`src/rtl/mdu_pkg.sv`:
```
// mdu_pkg: shared encodings and constants for the multiply/divide unit
package mdu_pkg;
  localparam int DEFAULT_WIDTH = 32;
  typedef enum logic [1:0] {
    OP_MULT  = 2'b00,
    OP_MULTU = 2'b01,
    OP_DIV   = 2'b10,
    OP_DIVU  = 2'b11
  } op_e;
  typedef enum logic [1:0] {
    IDLE,
    RUN,
    FINISH
  } state_e;
  localparam logic [DEFAULT_WIDTH-1:0] DBZ_LO = '1;
endpackage

```
`src/rtl/mdu_sign_fix.sv`:
```
// mdu_sign_fix: conditional two's-complement negate of product, quotient and remainder
module mdu_sign_fix #(
  parameter int WIDTH = 32
) (
  input  logic [2*WIDTH-1:0] prod,
  input  logic [WIDTH-1:0]   quo,
  input  logic [WIDTH-1:0]   rem,
  input  logic               neg_p,
  input  logic               neg_r,
  output logic [2*WIDTH-1:0] prod_fix,
  output logic [WIDTH-1:0]   quo_fix,
  output logic [WIDTH-1:0]   rem_fix
);
  assign prod_fix = neg_p ? -prod : prod;
  assign quo_fix  = neg_p ? -quo  : quo;
  assign rem_fix  = neg_r ? -rem  : rem;
endmodule

```
`src/rtl/mult_div_unit.sv`:
```
// mult_div_unit: iterative shift-add multiplier / restoring divider with HI/LO registers
module mult_div_unit
  import mdu_pkg::*;
#(
  parameter int WIDTH = DEFAULT_WIDTH
) (
  input  logic             clk,
  input  logic             rst,
  input  logic             start,
  input  logic [1:0]       op,
  input  logic [WIDTH-1:0] src_a,
  input  logic [WIDTH-1:0] src_b,
  input  logic             hilo_we,
  input  logic             hilo_sel,
  input  logic [WIDTH-1:0] hilo_wdata,
  output logic             busy,
  output logic             done,
  output logic             div_by_zero,
  output logic [WIDTH-1:0] hi,
  output logic [WIDTH-1:0] lo
);
  localparam int CW = $clog2(WIDTH);
  state_e             state;
  logic [CW-1:0]      cnt;
  logic [2*WIDTH-1:0] acc;
  logic [WIDTH-1:0]   b_q, a_raw;
  logic               is_div, neg_p, neg_r, dbz;
  logic               sgn, a_neg, b_neg;
  logic [WIDTH-1:0]   a_mag, b_mag;
  logic [WIDTH:0]     mul_sum, div_rem, div_diff;
  logic [2*WIDTH-1:0] mul_nxt, div_nxt, prod_fix;
  logic [WIDTH-1:0]   quo_fix, rem_fix;
  assign busy  = state != IDLE;
  assign sgn   = ~op[0];
  assign a_neg = sgn & src_a[WIDTH-1];
  assign b_neg = sgn & src_b[WIDTH-1];
  assign a_mag = a_neg ? -src_a : src_a;
  assign b_mag = b_neg ? -src_b : src_b;
  // Multiply: acc = {partial product, remaining multiplier bits}, shifting right
  assign mul_sum = {1'b0, acc[2*WIDTH-1:WIDTH]} + {1'b0, b_q};
  assign mul_nxt = acc[0] ? {mul_sum, acc[WIDTH-1:1]} : {1'b0, acc[2*WIDTH-1:1]};
  // Divide: acc = {remainder, dividend bits / quotient bits}, shifting left
  assign div_rem  = {acc[2*WIDTH-1:WIDTH], acc[WIDTH-1]};
  assign div_diff = div_rem - {1'b0, b_q};
  assign div_nxt  = div_diff[WIDTH] ? {div_rem[WIDTH-1:0], acc[WIDTH-2:0], 1'b0}
                                    : {div_diff[WIDTH-1:0], acc[WIDTH-2:0], 1'b1};
  mdu_sign_fix #(.WIDTH(WIDTH)) u_sign_fix (
    .prod     (acc),
    .quo      (acc[WIDTH-1:0]),
    .rem      (acc[2*WIDTH-1:WIDTH]),
    .neg_p    (neg_p),
    .neg_r    (neg_r),
    .prod_fix (prod_fix),
    .quo_fix  (quo_fix),
    .rem_fix  (rem_fix)
  );
  always_ff @(posedge clk or negedge rst) begin
    if (!rst) begin
      state       <= IDLE;
      cnt         <= '0;
      acc         <= '0;
      b_q         <= '0;
      a_raw       <= '0;
      is_div      <= 1'b0;
      neg_p       <= 1'b0;
      neg_r       <= 1'b0;
      dbz         <= 1'b0;
      hi          <= '0;
      lo          <= '0;
      done        <= 1'b0;
      div_by_zero <= 1'b0;
    end else begin
      done        <= 1'b0;
      div_by_zero <= 1'b0;
      case (state)
        IDLE: begin
          if (start) begin
            state  <= RUN;
            cnt    <= CW'(WIDTH - 1);
            is_div <= op[1];
            neg_p  <= a_neg ^ b_neg;
            neg_r  <= a_neg;
            dbz    <= op[1] & (src_b == '0);
            a_raw  <= src_a;
            acc    <= {{WIDTH{1'b0}}, op[1] ? a_mag : b_mag};
            b_q    <= op[1] ? b_mag : a_mag;
          end else if (hilo_we) begin
            if (hilo_sel) hi <= hilo_wdata;
            else lo <= hilo_wdata;
          end
        end
        RUN: begin
          acc   <= is_div ? div_nxt : mul_nxt;
          cnt   <= cnt - 1'b1;
          state <= (cnt == '0) ? FINISH : RUN;
        end
        FINISH: begin
          state       <= IDLE;
          done        <= 1'b1;
          div_by_zero <= is_div & dbz;
          if (!is_div) {hi, lo} <= prod_fix;
          else if (dbz) begin
            hi <= a_raw;
            lo <= {WIDTH{DBZ_LO[0]}};
          end else begin
            hi <= rem_fix;
            lo <= quo_fix;
          end
        end
        default: state <= IDLE;
      endcase
    end
  end
endmodule
```
`config.mk`:
```
export PLATFORM = sky130hd
export DESIGN_NAME = mult_div_unit
export DESIGN_NICKNAME = d
export VERILOG_FILES = /design/src/rtl/mdu_pkg.sv /design/src/rtl/mdu_sign_fix.sv /design/src/rtl/mult_div_unit.sv
export SDC_FILE = /design/constraint.sdc
export NUM_CORES = 1
export LEC_CHECK = 0
export BUFFER_PORTS_ARGS = -buffer_cell sky130_fd_sc_hd__buf_2
export CORE_MARGIN = 5
export CORE_UTILIZATION = 30
export DETAILED_ROUTE_END_ITERATION = 10
export GPL_TIMING_DRIVEN = 0
export SYNTH_ARGS = -nofsm -noshare
export SYNTH_HDL_FRONTEND = slang
export SYNTH_SLANG_ARGS = --single-unit
export TNS_END_PERCENT = 30
```
`constraint.sdc`:
```
create_clock -name clk -period 6.4 [get_ports clk]
set_input_delay 0 -clock clk [delete_from_list [all_inputs] [get_ports clk]]
set_output_delay 0 -clock clk [all_outputs]
set_load 0.02 [all_outputs]
```
---- Word level (Yosys, flattened, before mapping) ----
Index checks and enable logic that the tools add are counted.
storage, ports and cells
  bits in registers ....................... 205
  bits of input ports ..................... 103
  output and inout port bits .............. 67
  logic and storage cells ................. 75
cells by class
  $add $sub $neg .......................... 8
  eq/ne operators ......................... 7
  muxes and demuxes ....................... 31
  bitwise gates (word level) .............. 6
  reductions and logical operators ........ 10
operators by type and width
  kind                                               count
  2-to-1 mux 32 bit                                  16
  2-to-1 mux 64 bit                                  5
  negator 32 bit                                     4
  case mux 32 bit (2 select lines)                   2
  case mux 64 bit (2 select lines)                   1
  negator 64 bit                                     1
  adder 32 x 32 -> 33 bit                            1
  subtractor 33 x 32 -> 33 bit                       1
  logical NOT 32 bit                                 1
  != test 2 bit (second input constant)              5
  case mux 5 bit (2 select lines)                    1
  AND reduction 4 bit                                2
  nonzero test 2 bit                                 3
  logical NOT 5 bit                                  1
  2-to-1 mux 5 bit                                   1
  subtractor 5 x 1 -> 5 bit (second input constant)  1
  AND 1 bit                                          4
  2-to-1 mux 2 bit                                   2
  case mux 2 bit (2 select lines)                    1
  AND reduction 2 bit                                2
  == test 2 x 1 -> 1 bit (second input constant)     1
  == test 2 bit (second input constant)              1
  logical NOT 2 bit                                  1
  2-to-1 mux 1 bit                                   2
  2 further kinds                                    2

---- Longest topological paths before layout ----
  depth in word-level cells ............... 6
  depth in mapped cells ................... 15
  gate-level depth less buffers ........... 12

---- Modules after synthesis ----
From an unflattened synthesis, not the netlist that was laid out.
unflattened totals
  cell total of the unflattened synthesis .. 2411
  area total of the unflattened synthesis .. 18634.1 sq um
by module, submodules not included
  module         times used  cells each  area an instance (sq um)  seq. area each (sq um)
  mult_div_unit  1           2013        15790.1                   5129.9
  mdu_sign_fix   1           398         2844.0                    0.0

---- Worst setup path after synthesis ----
No wires, ideal clock.
  path type ............................... register -> register
  start ................................... reg acc[33]
  end ..................................... reg hi[28]
  library setup time ...................... 0.120 ns
  arrival ................................. 3.189 ns
  data required time ...................... 6.280 ns
  path slack .............................. 3.092 ns
  cell stages (with the launch flop) ...... 10
  buffers on the path ..................... 1
  clock period less this slack ............ 3.308 ns
  cell sequence ........................... dfrtp_1 > inv_1 > ha_1 > or4b_4 > or4_4 > or3_1 > buf_6 > or3_4 > or4_1 > a31o_1
between the ends
  word-level cells in the longest chain between the ends .. 5
  elaborated cells between the ends (all ways) .. 7
  classes of those cells .................. 2 x add/sub; 5 x mux
RTL lines
  item                                  RTL line              RTL
  from (decl)                           mult_div_unit.sv:25   logic [2*WIDTH-1:0] acc;
  from (signal assigned)                mult_div_unit.sv:85   acc <= {{WIDTH{1'b0}}, op[1] ? a_mag : b_mag};
  from (signal assigned)                mult_div_unit.sv:93   acc <= is_div ? div_nxt : mul_nxt;
  negator 32 bit                        mdu_sign_fix.sv:16    assign rem_fix = neg_r ? -rem : rem;
  2-to-1 mux 32 bit                     mdu_sign_fix.sv:16
  2-to-1 mux 32 bit                     mult_div_unit.sv:102  else if (dbz) begin
  2-to-1 mux 32 bit (*)                 mult_div_unit.sv:101  if (!is_div) {hi, lo} <= prod_fix;
  case mux 32 bit (2 select lines) (*)  mult_div_unit.sv:75   case (state)
  to (signal assigned)                  mult_div_unit.sv:101
  to (signal assigned)                  mult_div_unit.sv:103  hi <= a_raw;
  to (signal assigned)                  mult_div_unit.sv:106  hi <= rem_fix;
  to (decl)                             mult_div_unit.sv:19   output logic [WIDTH-1:0] hi,
Every way passes the cells marked *; elsewhere a longest branch is shown, timed or not.
A chain may end at the register's enable or synchronous reset.

---- Final worst setup path ----
  start ................................... reg acc[32]
  end ..................................... reg acc[46]
between the ends
  word-level cells in the longest chain between the ends .. 4
  elaborated cells between the ends (all ways) .. 6
  classes of those cells .................. 2 x add/sub; 4 x mux
RTL lines
  item                                                                            RTL line
  subtractor 33 x 32 -> 33 bit / adder 32 x 32 -> 33 bit (equally long branches)  mult_div_unit.sv:44, mult_div_unit.sv:40
  2-to-1 mux 64 bit, on equally long branches                                     mult_div_unit.sv:45, mult_div_unit.sv:41
  2-to-1 mux 64 bit (*)                                                           mult_div_unit.sv:93
  case mux 64 bit (2 select lines) (*)                                            mult_div_unit.sv:75
Marked as above.

==> flow_metrics.tcl <==
set metrics [dict create \
    timing.final.crit_share 0.7026 \
    chipWidth_um 250.2 \
    outcome "finished clean" \
    grt_pass1_vias 18210 \
    groute.usage.overall 0.2501 \
    ant_nets 0 \
    die-area_mm2 0.06258 \
    power_per_cell_area_mw_per_mm2 618.1 \
    max_cap_viol_count 0 \
    detail_route.vias_per_cell 5.756 \
    synthesis.area_per_instance_um2 7.586 \
    startpoint_type "register" \
    worst-slew-pin-transition_ns 1.188 \
    maximum_number_of_pins_on_one_net_before_global_route_repair 108 \
    synth_enable_flop_cells 0 \
    grt_antenna_before_repair 3 \
    seq_area_frac_synth 0.2965 \
    drt_iter0_drc 2119 \
    drtPass1Iterations 6 \
    core.rowCount 88 \
    fillers 6115 \
    grt_pass1_wl_um 121100 \
    cp_slowest_cell "dfrtp_1" \
    sequence_of_cells_on_the_critical_path "inv_1 > fa_1 > nand2b_1 > a21oi_1 > o21ai_0 > a211oi_1 > o21ai_0 > nand2_1 > clkbuf_1 > o211ai_1 > a32o_1" \
    timing.setup.critical_path_class "register to register" \
    final_period_minus_worst_setup_slack_ns 4.497 \
    area.growth.synth_to_final_pct 19.92 \
    wl_per_cell_um 24.58 \
    cp.arrival_ns 4.95 \
    yosys_most_used_dff "dfrtp_1" \
    floorplan.initialDensity 0.3016 \
    clock-sinks 205 \
    setup.reg_to_reg.worst_slack_ns 1.90 \
    unrepaired_setup_endpoints_after_global_routing "no" \
    clock_tree_from_tritoncts "done" \
    cts_setup_buffers 0 \
    design_power_total_mw 12.82 \
    synth.distinct_cells 80 \
    place.port_buffers 169 \
    worst-path-max-fanout 10 \
    crit_path_max_incr_delay_ns 0.62 \
    cts_root_buffer "clkbuf_16" \
    dp_hpwl_um 65420 \
    timing.critical_path.mode_cell "o21ai_0" \
    postRouteWirelength_um 82030 \
    nets 2727 \
    cts-buffers-inserted 25 \
    final_routed_drc_violation_total 0 \
    clk_pin_slew_worst_paths_ns 0.07 \
    netlist_area_mm2 0.01730 \
    crit_end_category "register" \
    vias 19210 \
    worstPathRequired_ns 6.86 \
    hold_viol 0 \
    critical_path.top_delay_family "compound AO/OA/AOI/OAI gates" \
    p_leak_nw 8.719 \
    yosys_warnings 0 \
    skew_ns 0.03096 \
    clock_tree.htree_level_count 1 \
    setup_violations 0 \
    post_route_cells_drive_above_1_share 0.1042 \
    grt_overflow 0 \
    placeable_core_region_mm2 0.05737 \
    fp.dieH_um 250.2 \
    number_of_buffer_and_inverter_stages_on_the_critical_path 2 \
    boundary_pin_count 170 \
    register_bit_total_from_synthesis 205 \
    clock_latency_ns 0.58 \
    cts.path.max_buffers 3 \
    synthesis.nets 2455 \
    vdd.ir_drop.worst_mv 0.2497 \
    max_slew_margin 0.1977 \
    maxClockFrequency_ghz 0.2224 \
    report.final.slew_viol_count 0 \
    netlist_instances 2281 \
    postSynth.asyncResetShare 1.000 \
    worst_hold_path_type "input pin to register" \
    setup_tns_ns 0 \
    gp_congestion 1.012 \
]
## metal layers
| layer | GRT usage | vias to the layer above | part of all wire |
|---|---|---|---|
| met3 | 0.06510 | 195 | 0.11 |
| li1 | - | 8758 | - |
| met2 | 0.3812 | 1054 | 0.43 |
| met5 | 0 | - | 0.00023 |
| met1 | 0.3405 | 9200 | 0.42 |
| met4 | 0.09652 | 2 | 0.050 |
## cell families after synthesis
logic type,count (synthesis),share of synthesized area
compound gates,733,0.2648
fa+ha+maj,71,0.05221
simple gates,802,0.2096
flops,205,0.2965
buf+inv,236,0.05271
mux,67,0.03970
xor+xnor,167,0.08453
## final timing paths
| kind | startpoint | endpoint | cells past startpoint |
|---|---|---|---|
| setup / recovery | acc[32] | acc[46] | 11 |
| hold / removal | src_b[10] | b_q[10] | 4 |
| setup reg to reg | acc[32] | acc[46] | 11 |
| hold reg to reg | lo[8] | lo[8] | 2 |
| max in group asynchronous | rst | lo[13] | 3 |
| min in group asynchronous | rst | b_q[19] | 2 |
## report_power, final
part / internal, mW / total, mW / switching [mW]
clock: 0.882 / 1.53 / 0.650
sequential: 1.94 / 2.80 / 0.859
combinational: 3.03 / 8.49 / 5.47
total: 5.85 / 12.8 / 6.97
## area by class of cell
class                      count  area [µm²]  area share
tap                          765       957.2     0.04613
clock inverter                14       178.9    0.008623
inverter                      71       266.5     0.01284
timing repair buffer         245        1629     0.07851
antenna                        1       2.502   0.0001206
sequential                   205        5130      0.2472
multi-input combinational   1840       11260      0.5428
buffer                       165       645.6     0.03111
clock buffer                  31       678.2     0.03268
## timing repair
item	4_1_cts	5_1_grt
gates resized for setup	0	0
hold buffers	74	0
endpoints found under the hold margin	201	0
## placed cells by master, fill, tap and decap left out, types with 25 or more instances in the layout
cell type	count
buf_2	176
clkbuf_1	142
nand3_1	46
nand2_1	352
o221ai_1	26
clkbuf_16	25
inv_1	69
a211oi_1	28
or3_1	25
a21oi_1	190
ha_1	69
o211ai_1	25
mux2i_1	54
nor2_1	187
nand2b_1	25
xnor2_1	97
dlygate4sd3_1	74
xor2_1	70
dfrtp_1	205
o31ai_1	28
nor3_1	50
o21ai_0	221
a21o_1	37
o22ai_1	37
## cells in the mapped netlist, types with 46 or more instances
library cell,n,area [µm²]
nand2_1,352,1321
nor2_1,187,701.9
mux2i_1,54,540.5
a21oi_1,190,950.9
xnor2_1,97,849.6
xor2_1,70,613.1
dfrtp_1,205,5130
inv_1,69,259.0
o21ai_0,221,1106
nor3_1,50,250.2
clkbuf_1,139,521.8
ha_1,69,863.3
nand3_1,46,230.2
## worst min-delay path, stage by stage
cell and delay (ns):
buf_2 0.09, xnor2_1 0.14, a21oi_1 0.17, o21ai_0 0.16
## stage by stage
| stage | setup slack, ns | cell area (µm²) | util | instances | hold WS [ns] |
|---|---|---|---|---|---|
| 6_report | 1.903 | 20750 | 0.3617 | 3337 | 0.02430 |
| 5_1_grt | 1.718 | 20750 | 0.3617 | 3336 | 0.02320 |
| 4_1_cts | 2.064 | 20740 | 0.3616 | 3335 | 0.01757 |
| 3_5_place_dp | 2.122 | 19140 | 0.3337 | 3216 | 0.1107 |
| 3_3_place_gp | 1.529 | 19110 | 0.3331 | 3215 | 0.2530 |
| 2_1_floorplan | 3.092 | 17300 | - | 2281 | -0.2956 |
## flip-flops by register name, indices dropped and copies added (netlist names)
name / count
a_raw: 32
acc: 64
b_q: 32
cnt: 5
dbz: 1
div_by_zero: 1
done: 1
hi: 32
is_div: 1
lo: 32
neg_p: 1
neg_r: 1
state: 2
(Power assumes the default switching activity.)
